### src/rtl/regfile_write_arbiter.sv
`timescale 1ns/1ps
`default_nettype none
// ============================================================================
//  Module   : regfile_write_arbiter
//  Purpose  : Shares the register file's single write port between the
//             pipeline writeback stage and the multiply/divide unit.
//             Writeback normally wins. Multdiv results wait in a small FIFO
//             and retire into idle write slots. A head entry that has lost
//             MAX_WAIT times forces a one-cycle writeback stall to drain.
//             pend_mask flags registers that still have queued writes.
//  Ports    : clock, ctrl_reset (sync, active-high)
//             wb_valid/wb_reg/wb_data   -> writeback request, wb_stall out
//             md_valid/md_reg/md_data   -> multdiv offer, md_ready out
//             ctrl_writeEnable/ctrl_writeReg/data_writeReg -> regfile port
//             pend_mask                 -> registers with queued writes
//  Config   : REGFILE_WARB_BYPASS_EN - when defined, an md result offered
//             while the FIFO is empty and writeback is idle goes straight
//             to the write port in the same cycle instead of enqueuing.
//  Revision : 1.0 - initial release
// ============================================================================
module regfile_write_arbiter #(
    parameter int DEPTH    = 2,   // FIFO entries, power of two, >= 2
    parameter int MAX_WAIT = 4    // losses tolerated before a forced drain
) (
    input  logic        clock,
    input  logic        ctrl_reset,
    input  logic        wb_valid,
    input  logic [4:0]  wb_reg,
    input  logic [31:0] wb_data,
    output logic        wb_stall,
    input  logic        md_valid,
    output logic        md_ready,
    input  logic [4:0]  md_reg,
    input  logic [31:0] md_data,
    output logic        ctrl_writeEnable,
    output logic [4:0]  ctrl_writeReg,
    output logic [31:0] data_writeReg,
    output logic [31:0] pend_mask
);

    localparam int c_PTR_W = $clog2(DEPTH);
    localparam int c_CNT_W = $clog2(DEPTH + 1);
    localparam int c_AGE_W = $clog2(MAX_WAIT + 1);

    localparam logic [c_CNT_W-1:0] c_FULL    = c_CNT_W'(DEPTH);
    localparam logic [c_AGE_W-1:0] c_AGE_MAX = c_AGE_W'(MAX_WAIT);

    // ------------------------------------------------------------------
    // State
    // ------------------------------------------------------------------
    logic [4:0]          r_reg_mem  [DEPTH];
    logic [31:0]         r_data_mem [DEPTH];
    logic [c_PTR_W-1:0]  r_rd_ptr;
    logic [c_PTR_W-1:0]  r_wr_ptr;
    logic [c_CNT_W-1:0]  r_count;
    logic [c_AGE_W-1:0]  r_age;

    // ------------------------------------------------------------------
    // Arbitration decode
    // ------------------------------------------------------------------
    logic w_empty;
    logic w_full;
    logic w_force;
    logic w_bypass;
    logic w_head_win;
    logic w_wb_win;
    logic w_push;
    logic w_pop;

    assign w_empty = (r_count == '0);
    assign w_full  = (r_count == c_FULL);

    // The head has been passed over MAX_WAIT times: it takes the port now.
    assign w_force = !ctrl_reset && !w_empty && (r_age == c_AGE_MAX);

`ifdef REGFILE_WARB_BYPASS_EN
    // Empty FIFO and idle writeback: no reason to spend a cycle queuing.
    assign w_bypass = md_valid && w_empty && !wb_valid && !ctrl_reset;
`else
    assign w_bypass = 1'b0;
`endif

    assign w_head_win = !ctrl_reset && !w_empty && (w_force || !wb_valid);
    assign w_wb_win   = !ctrl_reset && wb_valid && !w_force;

    // No look-ahead on a same-cycle pop: a full FIFO refuses even if it
    // is draining this cycle.
    assign md_ready = !w_full && !ctrl_reset;

    // x0 results complete the handshake but are never stored.
    assign w_push = md_valid && md_ready && (md_reg != 5'd0) && !w_bypass;
    assign w_pop  = w_head_win;

    // ------------------------------------------------------------------
    // Pointer / occupancy / age registers
    // ------------------------------------------------------------------
    always_ff @(posedge clock) begin
        if (ctrl_reset) begin
            r_rd_ptr <= '0;
            r_wr_ptr <= '0;
            r_count  <= '0;
            r_age    <= '0;
        end else begin
            if (w_push) begin
                r_wr_ptr <= r_wr_ptr + c_PTR_W'(1);
            end
            if (w_pop) begin
                r_rd_ptr <= r_rd_ptr + c_PTR_W'(1);
            end
            case ({w_push, w_pop})
                2'b10:   r_count <= r_count + c_CNT_W'(1);
                2'b01:   r_count <= r_count - c_CNT_W'(1);
                default: r_count <= r_count;
            endcase
            // A non-empty FIFO that did not pop lost to writeback; any new
            // head (after a pop or into an empty FIFO) starts fresh.
            if (w_pop || w_empty) begin
                r_age <= '0;
            end else if (r_age != c_AGE_MAX) begin
                r_age <= r_age + c_AGE_W'(1);
            end
        end
    end

    // Entry storage carries no control meaning, so it is not reset.
    always_ff @(posedge clock) begin
        if (w_push) begin
            r_reg_mem[r_wr_ptr]  <= md_reg;
            r_data_mem[r_wr_ptr] <= md_data;
        end
    end

    // ------------------------------------------------------------------
    // Write-port mux
    // ------------------------------------------------------------------
    logic        w_sel_valid;
    logic [4:0]  w_sel_reg;
    logic [31:0] w_sel_data;

    always_comb begin
        w_sel_valid = 1'b0;
        w_sel_reg   = 5'd0;
        w_sel_data  = 32'd0;
        if (w_head_win) begin
            w_sel_valid = 1'b1;
            w_sel_reg   = r_reg_mem[r_rd_ptr];
            w_sel_data  = r_data_mem[r_rd_ptr];
        end else if (w_wb_win) begin
            w_sel_valid = 1'b1;
            w_sel_reg   = wb_reg;
            w_sel_data  = wb_data;
        end else if (w_bypass) begin
            w_sel_valid = 1'b1;
            w_sel_reg   = md_reg;
            w_sel_data  = md_data;
        end
    end

    assign ctrl_writeEnable = w_sel_valid && (w_sel_reg != 5'd0);
    assign ctrl_writeReg    = w_sel_reg;
    assign data_writeReg    = w_sel_data;
    assign wb_stall         = w_force && wb_valid;

    // ------------------------------------------------------------------
    // Pending-destination mask: slot i is live when its distance from the
    // read pointer (mod DEPTH) is below the occupancy.
    // ------------------------------------------------------------------
    logic [31:0] w_pend;

    always_comb begin
        w_pend = 32'd0;
        for (int i = 0; i < DEPTH; i++) begin
            if ({1'b0, c_PTR_W'(i) - r_rd_ptr} < r_count) begin
                w_pend[r_reg_mem[i]] = 1'b1;
            end
        end
    end

    assign pend_mask = ctrl_reset ? 32'd0 : w_pend;

endmodule
`default_nettype wire

### config.mk
export PLATFORM = sky130hd
export DESIGN_NAME = regfile_write_arbiter
export DESIGN_NICKNAME = d
export VERILOG_FILES = /design/src/rtl/regfile_write_arbiter.sv
export SDC_FILE = /design/constraint.sdc
export NUM_CORES = 1
export LEC_CHECK = 0
export ABC_AREA = 1
export CAP_MARGIN = 20
export CORE_ASPECT_RATIO = 0.5
export CORE_MARGIN = 2
export CORE_UTILIZATION = 45
export CTS_CLUSTER_DIAMETER = 80
export DETAILED_ROUTE_END_ITERATION = 8
export PLACE_DENSITY = 0.9
export SLEW_MARGIN = 5
export SYNTH_ARGS = -nofsm -noshare
export SYNTH_HDL_FRONTEND = slang
export SYNTH_SLANG_ARGS = --single-unit
export TNS_END_PERCENT = 50
### constraint.sdc
create_clock -name clock -period 4.9 [get_ports clock]
set_input_delay 1.47 -clock clock [delete_from_list [all_inputs] [get_ports clock]]
set_output_delay 1.47 -clock clock [all_outputs]
set_load 0.03 [all_outputs]
# Word level (Yosys, flattened, before mapping)
# Memories as Yosys holds them, arrays and structs flattened. A register that Yosys moved wholly into a read port is not among the register bits.
# Index checks and enable logic that the tools add are counted.
word_totals:
  inputBits: 78
  mem_bits_rw: 74
  romBits: 0
  regBits: 7
  output_inout_bits: 72
  latchBits: 0
  memories: 2
  word_cells: 69
classes:
  shifts: 0
  mux: 20
  div_mod_pow: 0
  n_eq_ne: 5
  mul: 0
  order_cmp: 6
  reduce_logical: 24
  n_bitwise: 1
  addsub: 7
memory_table:
  columns: ["name", "depth", "word_bits", "rd", "rd_clocked_by_memory_dff", "write_ports", "line_no", "rtl"]
  rows:
  - ["r_data_mem", 2, 32, 1, 1, 1, "52", "logic [31:0] r_data_mem [DEPTH];"]
  - ["r_reg_mem", 2, 5, 3, 1, 1, "51", "logic [4:0] r_reg_mem [DEPTH];"]
op_table:
  columns: ["operator", "count"]
  rows:
  - ["32-bit 2-to-1 mux", 5]
  - ["32-bit OR", 1]
  - ["1-bit logical AND", 12]
  - ["5-bit by 6-bit < comparator with 1-bit output (second input constant)", 2]
  - ["1-bit demux with 5-bit select", 2]
  - ["5-bit by 1-bit greater-or-equal comparator with 1-bit output (second input constant)", 2]
  - ["1-bit 2-to-1 mux", 10]
  - ["5-bit 2-to-1 mux", 2]
  - ["5-bit nonzero test", 2]
  - ["1-bit logical NOT", 5]
  - ["2-bit equality test (second input constant)", 2]
  - ["1-bit by 2-bit < comparator with 1-bit output", 2]
  - ["2-bit one-hot mux with 2 select lines", 1]
  - ["3-bit by 1-bit adder with 3-bit output (second input constant)", 1]
  - ["3-bit equality test (second input constant)", 1]
  - ["3-bit inequality test (second input constant)", 1]
  - ["1-bit adder (second input constant)", 2]
  - ["2-bit by 1-bit adder with 2-bit output (second input constant)", 1]
  - ["2-bit by 1-bit equality test with 1-bit output (second input constant)", 1]
  - ["2-bit logical NOT", 1]
  - ["1-bit logical OR", 2]
  - ["2-bit nonzero test", 1]
  - ["2-bit OR reduction", 1]
  - ["1-bit subtractor (first input constant)", 2]
  - ["2-bit by 1-bit subtractor with 2-bit output (second input constant)", 1]

# Logic depth before layout (Yosys ltp)
# Gate-level depths: netlist of the first run.
logic_depth:
  word_depth: 10
  depth_mapped: 11
  ltp_nobuf: 11

# Worst setup path before layout of the first run
# OpenSTA, ideal clock, no wires.
synth_timing:
  path_type: "in2reg"
  start: "input ctrl_reset"
  end: "memory r_data_mem[0][0], enable pin"
  t_required_ps: 4469
  setup_time_ps: 431
  cell_stages: 5
  t_arrival_ps: 4009
  n_path_buf: 1
  path_slack_ps: 459
  path_cell_list: "buf_6 > a21oi_1 > and2_1 > nand2_1 > nor2_1"
synth_between:
  elab_chain_cells: 6
synth_lines:
  columns: ["element", "line_no", "rtl"]
  rows:
  - ["start: declaration", "26", "input logic ctrl_reset,"]
  - ["1-bit logical NOT", "88", "assign md_ready = !w_full && !ctrl_reset;"]
  - ["1-bit logical AND", "88", null]
  - ["net md_ready", "32", "output logic md_ready,"]
  - ["1-bit logical AND (2 in a row)", "91", "assign w_push = md_valid && md_ready && (md_reg != 5'd0) && !w_bypass;"]
  - ["1-bit 2-to-1 mux", "127", "if (w_push) begin"]
  - ["1-bit 2-to-1 mux (implied by the code)", "129", "r_data_mem[r_wr_ptr] <= md_data;"]
  - ["end: declaration", "52", null]
# The timed path passes the listed nets, and every way through them passes these cells.

# Final worst setup path of the first run
layout_timing:
  start: "input ctrl_reset"
  end: "output ctrl_writeReg[3]"
layout_between:
  elab_chain_cells: 7
  elab_cells_between_ends: 10
  cone_classes: "mux: 2; reduce/logical: 8"
layout_lines:
  columns: ["element", "line_no", "rtl"]
  rows:
  - ["1-bit logical NOT (*)", "74, 83, 84", null]
  - ["1-bit logical AND", "74, 83", null]
  - ["1-bit logical AND", "74", "assign w_force = !ctrl_reset && !w_empty && (r_age == c_AGE_MAX);"]
  - ["1-bit logical NOT", "84", "assign w_wb_win = !ctrl_reset && wb_valid && !w_force;"]
  - ["1-bit logical AND", "84", null]
  - ["5-bit 2-to-1 mux", "148", "end else if (w_wb_win) begin"]
  - ["5-bit 2-to-1 mux (*)", "144", "if (w_head_win) begin"]
  - ["end: declaration", "36", "output logic [4:0] ctrl_writeReg,"]
# Mark *: on every way between the ends. The rest lies on a longest branch, timed or not.

==> results of run 1 <==
[cells in the mapped netlist]
master    number  area (um2)
buf_6          2        22.5
xnor2_1        1        8.76
nor2_1        13        48.8
dfxtp_1        8         160
buf_4          2        15.0
o21ai_1       18        90.1
and2_1         1        6.26
clkbuf_1       8        30.0
nand2_1      155         582
nor3_2         2        20.0
edfxtp_1      74        2220
ha_1           3        37.5
xor2_1         1        8.76
buf_1          1        3.75
nor2_2         1        6.26
nand2_2        1        6.26
nand3_1       14        70.1
a21boi_4       1        18.8
inv_2          2        7.51
nor3_4         3        48.8
clkinv_2       1        5.00
nor3_1        11        55.1
buf_2          3        15.0
o21ai_0       54         270
nor2_8         1        20.0
inv_1         56         210
clkbuf_2       2        10.0
a21oi_1       40         200
o21ai_2        1        8.76
[stage by stage]
stage	hold slack, ns	total power [mW]	area, um2	cells
6_report	0.456	1.75	5970	752
5_1_grt	0.480	1.81	5970	752
3_5_place_dp	0.450	1.11	5680	736
3_3_place_gp	0.433	1.11	5680	736
4_1_cts	0.459	1.75	5960	752
2_1_floorplan	0.417	0.974	4210	480
[cells by family after synthesis]
group,Yosys count,share of synthesized area (%)
fa+ha+maj,3,0.892
buf+inv,77,7.58
simple gates,202,20.5
compound gates,114,14.0
flops,82,56.6
xor+xnor,2,0.416
[cell type report]
type | count | area (um2) | share of cell area, %
Clock buffer | 10 | 229 | 3.84
Clock inverter | 6 | 57.6 | 0.965
Inverter | 59 | 223 | 3.73
Multi-Input combinational cell | 321 | 1510 | 25.4
Sequential cell | 82 | 2380 | 39.9
Tap cell | 117 | 146 | 2.45
Timing Repair Buffer | 157 | 1410 | 23.7
[sequential cells by signal, indices dropped and copies added, names as in the netlist, named ones only]
name,count
r_wr_ptr,1
r_reg_mem,10
r_rd_ptr,1
r_data_mem,64
r_count,2
r_age,3
[how the worst max path moves through the flow]
stage,to,from,depth (start not counted),slack (ns)
floorplan,r_data_mem[0][0]$_DFFE_PP_,ctrl_reset,5,0.46
global placement,ctrl_writeEnable,ctrl_reset,8,0.16
detailed placement,ctrl_writeEnable,ctrl_reset,8,0.11
CTS,ctrl_writeEnable,ctrl_reset,8,0.11
global route,ctrl_writeReg[3],ctrl_reset,6,0.08
finish,ctrl_writeReg[3],ctrl_reset,6,0.18
[power breakdown]
| group | switching (mW) | total [mW] | leakage [nW] | internal, mW |
|---|---|---|---|---|
| Combinational | 0.171 | 0.295 | 1.48 | 0.124 |
| Sequential | 0.0128 | 0.806 | 0.744 | 0.793 |
| Clock | 0.255 | 0.645 | 0.134 | 0.390 |
[per-layer routing]
metal	GRT usage [%]	vias to the layer above	routed length [um]	share of wire [%]
met3	5.28	19	695	6.4
met2	40.1	153	5580	51
met5	0	-	0	0
met1	23.9	1756	4370	40
met4	8.56	0	182	1.7
li1	-	1897	-	-
==> out/results.tsv, run 1 <==
metric	value	unit
rows	24	
drive_gt1_share	16.1	%
cts_tree	yes	
hp-class	reg2reg	
grt_util_all_layers	21.4	%
status	completed	
cp_slowest_cell	clkdlybuf4s50_1	
die_y	72.4	um
slew_headroom	60.5	%
min_from	r_age[0]$_SDFFE_PP0P_	
antenna_cells	0	
chipWidth	141	um
grt_pass1_vias	3752	
syn_inst	480	
post-place-ws	0.111	ns
grt_pass1_wl	17.1	mm
p_per_area	293	nW/um2
max_stage_delay	0.67	ns
start_kind	input pin	
clk_pin_slew	0.06	ns
final_nets	711	
finalHoldViolCount	0	
grt-ovfl-total	0	
yosys_register_bits	82	
worst_setup_path_end_kind	output pin	
power.leakage	2.35	nW
min_period	4.72	ns
syn_area	4210	um2
numCtsBuffers	9	
drt_iter0_drc	252	
rrSetupSlack	2.69	ns
critical_path_class	in2out	
cts_hold_buffers	0	
route.detailed.drc	0	
seq_area_frac_synth	56.6	%
critPathTopFamily	buffers and inverters	
layout_commonest_cell	nand2_1	
wire_per_inst	14.4	um
max_cap_viol_count	0	
holdPathStages	1	
first_pass_iters	5	
ant_nets	0	
gp_congestion	0.874	
vias_per_cell	5.09	
most-common-layout-cells	nand2_1 (155), clkdlybuf4s50_1 (82), edfxtp_1 (74)	
cp.arrival	3.25	ns
core	8890	um2
vias	3825	
min_to	r_age[0]$_SDFFE_PP0P_	
path_buf_inv	3	
crit_fanout	6	
worst_pin_slew	0.589	ns
fill_cells	684	
report.final.slew_viol_count	0	
cts_root_buf	clkbuf_16	
areaGrowthSynthToFinish	41.8	%
worstPathRequired	3.43	ns
clock.fmax	212	MHz
cts_resized	0	
start_util	47.3	%
setup_viol	0	
grt_max_degree	65	
htree_levels	3	
post-dp-hpwl	7.68	mm
setup_tns	0	ns
rr_startpoint	r_count[0]$_SDFFE_PP0P_	
io_buffers	149	
reg2reg_to	r_data_mem[1][21]$_DFFE_PP_	
yosysUniqueCellTypes	29	
fin_util	67.1	%
insertion_delay	0.33	ns
skew	0.00664	ns
cts_max_path_buffers	2	
ioPinCount	150	
ys_warn_count	0	
syn_nets	561	
grt_setup_unrepaired	no	
cts_num_sinks	82	
period_share	96.4	%
avgSynthCellArea	8.77	um2
drt-total-wl	10.8	mm
ff2ff_path_depth	6	
peakVddDrop	0.000223	V
crit_chain	clkdlybuf4s50_1 -> inv_1 -> nand3_1 -> nand3_1 -> nand2_1 -> clkdlybuf4s50_1	
dieArea	10200	um2
final.setup.worst_slack	0.176	ns
post_cts_buffers	0	
antenna_found_initial	0	
Note: power is estimated with default switching activity, not from simulation.
==> inputs of run 2 (changes only) <==
--- a/config.mk
+++ b/config.mk
@@ -7,14 +7,13 @@
 export LEC_CHECK = 0
 export ABC_AREA = 1
 export CAP_MARGIN = 20
-export CORE_ASPECT_RATIO = 0.5
+export CORE_ASPECT_RATIO = 1.75
 export CORE_MARGIN = 2
 export CORE_UTILIZATION = 45
 export CTS_CLUSTER_DIAMETER = 80
 export DETAILED_ROUTE_END_ITERATION = 8
-export PLACE_DENSITY = 0.9
+export PLACE_DENSITY = 0.8
 export SLEW_MARGIN = 5
 export SYNTH_ARGS = -nofsm -noshare
 export SYNTH_HDL_FRONTEND = slang
 export SYNTH_SLANG_ARGS = --single-unit
-export TNS_END_PERCENT = 50
==> out/results.tsv, run 2 (synthesis gave the netlist of run 1 again) <==
metric	value	unit	change
min_from	r_age[0]$_SDFFE_PP0P_		unchanged
grt_max_degree	40		was 65
cts_tree	yes		unchanged
io_buffers	149		unchanged
worst_pin_slew	0.708	ns	was 0.589 ns
placement.cell_area	5680	um2	about the same
power.leakage	2.36	nW	was 2.35 nW
setup_viol	0		unchanged
largest_reg_flops	64		unchanged
grt_pass1_vias	3685		was 3752
post_cts_buffers	0		unchanged
p_per_area	289	nW/um2	was 293 nW/um2
cts_num_sinks	82		unchanged
final_area	5960	um2	was 5970 um2
fill_cells	775		was 684
cts_root_buf	clkbuf_16		unchanged
drt_iter0_drc	207		was 252
grt_setup_unrepaired	no		unchanged
fin_hold_ws	0.445	ns	was 0.456 ns
rr_startpoint	r_count[0]$_SDFFE_PP0P_		unchanged
ioPinCount	150		unchanged
grt-ovfl-total	0		unchanged
skew	0.00342	ns	was 0.00664 ns
largest_register	r_data_mem		unchanged
clock.fmax	214	MHz	was 212 MHz
start_util	46.3	%	was 47.3%
final_nets	711		unchanged
setup_tns	0	ns	unchanged
drt-total-wl	10.9	mm	was 10.8 mm
period_share	95.2	%	was 96.4%
report.final.slew_viol_count	0		unchanged
chipWidth	77.1	um	was 141 um
antenna_found_initial	0		unchanged
crit_end	ctrl_writeReg[2]		was ctrl_writeReg[3]
insertion_delay	0.32	ns	was 0.33 ns
cp.arrival	3.20	ns	was 3.25 ns
max_cap_viol_count	0		unchanged
first_pass_iters	5		unchanged
status	completed		unchanged
gp_congestion	0.966		was 0.874
areaGrowthSynthToFinish	41.6	%	was 41.8%
vias	3743		was 3825
grt_pass1_wl	16.9	mm	was 17.1 mm
finalHoldViolCount	0		unchanged
post-dp-hpwl	8.36	mm	was 7.68 mm
wire_per_inst	14.4	um	about the same
rows	46		was 24
drive_gt1_share	16.1	%	unchanged
reg_top3	r_data_mem x64, r_reg_mem x10, r_age x3		unchanged
final.setup.worst_slack	0.234	ns	was 0.176 ns
dieArea	10200	um2	about the same
most-common-layout-cells	nand2_1 (155), clkdlybuf4s50_1 (80), buf_4 (74), edfxtp_1 (74), inv_1 (56)		was nand2_1 (155), clkdlybuf4s50_1 (82), edfxtp_1 (74)
cts_max_path_buffers	2		unchanged
crit_fanout	5		was 6
post-place-ws	0.0775	ns	was 0.111 ns
critical_path_class	in2out		unchanged
htree_levels	3		unchanged
ant_nets	0		unchanged
min_period	4.67	ns	was 4.72 ns
numCtsBuffers	9		unchanged
worstSetupStartpoint	ctrl_reset		unchanged
grt_util_all_layers	21.3	%	was 21.4%
route.detailed.drc	0		unchanged
die_y	132	um	was 72.4 um
clk_pin_slew	0.05	ns	was 0.06 ns
antenna_cells	0		unchanged
peakVddDrop	0.000311	V	was 0.000223 V
reg2reg_to	r_data_mem[1][13]$_DFFE_PP_		was r_data_mem[1][21]$_DFFE_PP_
layout_commonest_cell	nand2_1		unchanged
vias_per_cell	4.96		was 5.09
worst_setup_path_end_kind	output pin		unchanged
start_kind	input pin		unchanged
ff2ff_path_depth	6		unchanged
slew_headroom	52.8	%	was 60.5%
worstPathRequired	3.43	ns	about the same
hp-class	reg2reg		unchanged
core	9090	um2	was 8890 um2
rrSetupSlack	2.65	ns	was 2.69 ns
[run 2: cell count changes in the layout (fill, tap and decap cells not counted), sizes merged]
cell,change
buf,+2
clkdlybuf4s50,-2
clkbuf,+2
clkinvlp,-2
[run 2: cell type report]
cell class / count / area, um2 / area share (%)
flip-flops and latches: 82 / 2380 / 40.0
inverters: 59 / 223 / 3.74
clock buffers: 12 / 236 / 3.97
well taps: 120 / 150 / 2.52
repair buffers: 157 / 1410 / 23.6
multi-input cells: 321 / 1510 / 25.4
clock inverters: 4 / 42.5 / 0.714
[run 2: metrics by stage]
stage | utilization [%] | total power, mW | std cells
floorplan | - | 0.974 | 480
global placement | 62.4 | 1.11 | 739
detailed placement | 62.4 | 1.12 | 739
CTS | 65.5 | 1.74 | 755
global route | 65.5 | 1.79 | 755
finish | 65.5 | 1.72 | 755
[run 2: worst min path at each step]
stage	endpoint	slack (ns)	cells after the start
floorplan	r_age[0]$_SDFFE_PP0P_	0.42	1
global placement	r_age[0]$_SDFFE_PP0P_	0.43	1
detailed placement	r_age[0]$_SDFFE_PP0P_	0.44	1
CTS	r_age[0]$_SDFFE_PP0P_	0.45	1
global route	r_age[0]$_SDFFE_PP0P_	0.48	1
finish	r_age[0]$_SDFFE_PP0P_	0.45	1
[run 2: worst max-delay path: stages]
cell and delay (ns):
clkdlybuf4s50_1 0.48, nor2_2 0.24, nand2_2 0.09, clkinv_2 0.08, nand2_1 0.06, nand2_1 0.09, clkdlybuf4s50_1 0.68
[run 2: report_power, final]
group          leakage, nW  total, mW  switching (mW)  internal [mW]
combinational         1.48      0.290           0.167          0.123
sequential           0.744      0.811          0.0169          0.794
clock                0.136      0.619           0.229          0.390
[run 2: what timing repair did]
| action | CTS | global route |
|---|---|---|
| hold endpoints to repair | 0 | 0 |
| endpoints found under the setup margin | 0 | 1 |
| gates resized for setup | 0 | 1 |
| hold buffers | 0 | 0 |
[run 2: per-layer routing]
metal	global-route usage (%)	share of wire, %
met5	0	0
met2	41.2	57
met3	3.97	4.4
met4	12.1	3.3
met1	20.4	35
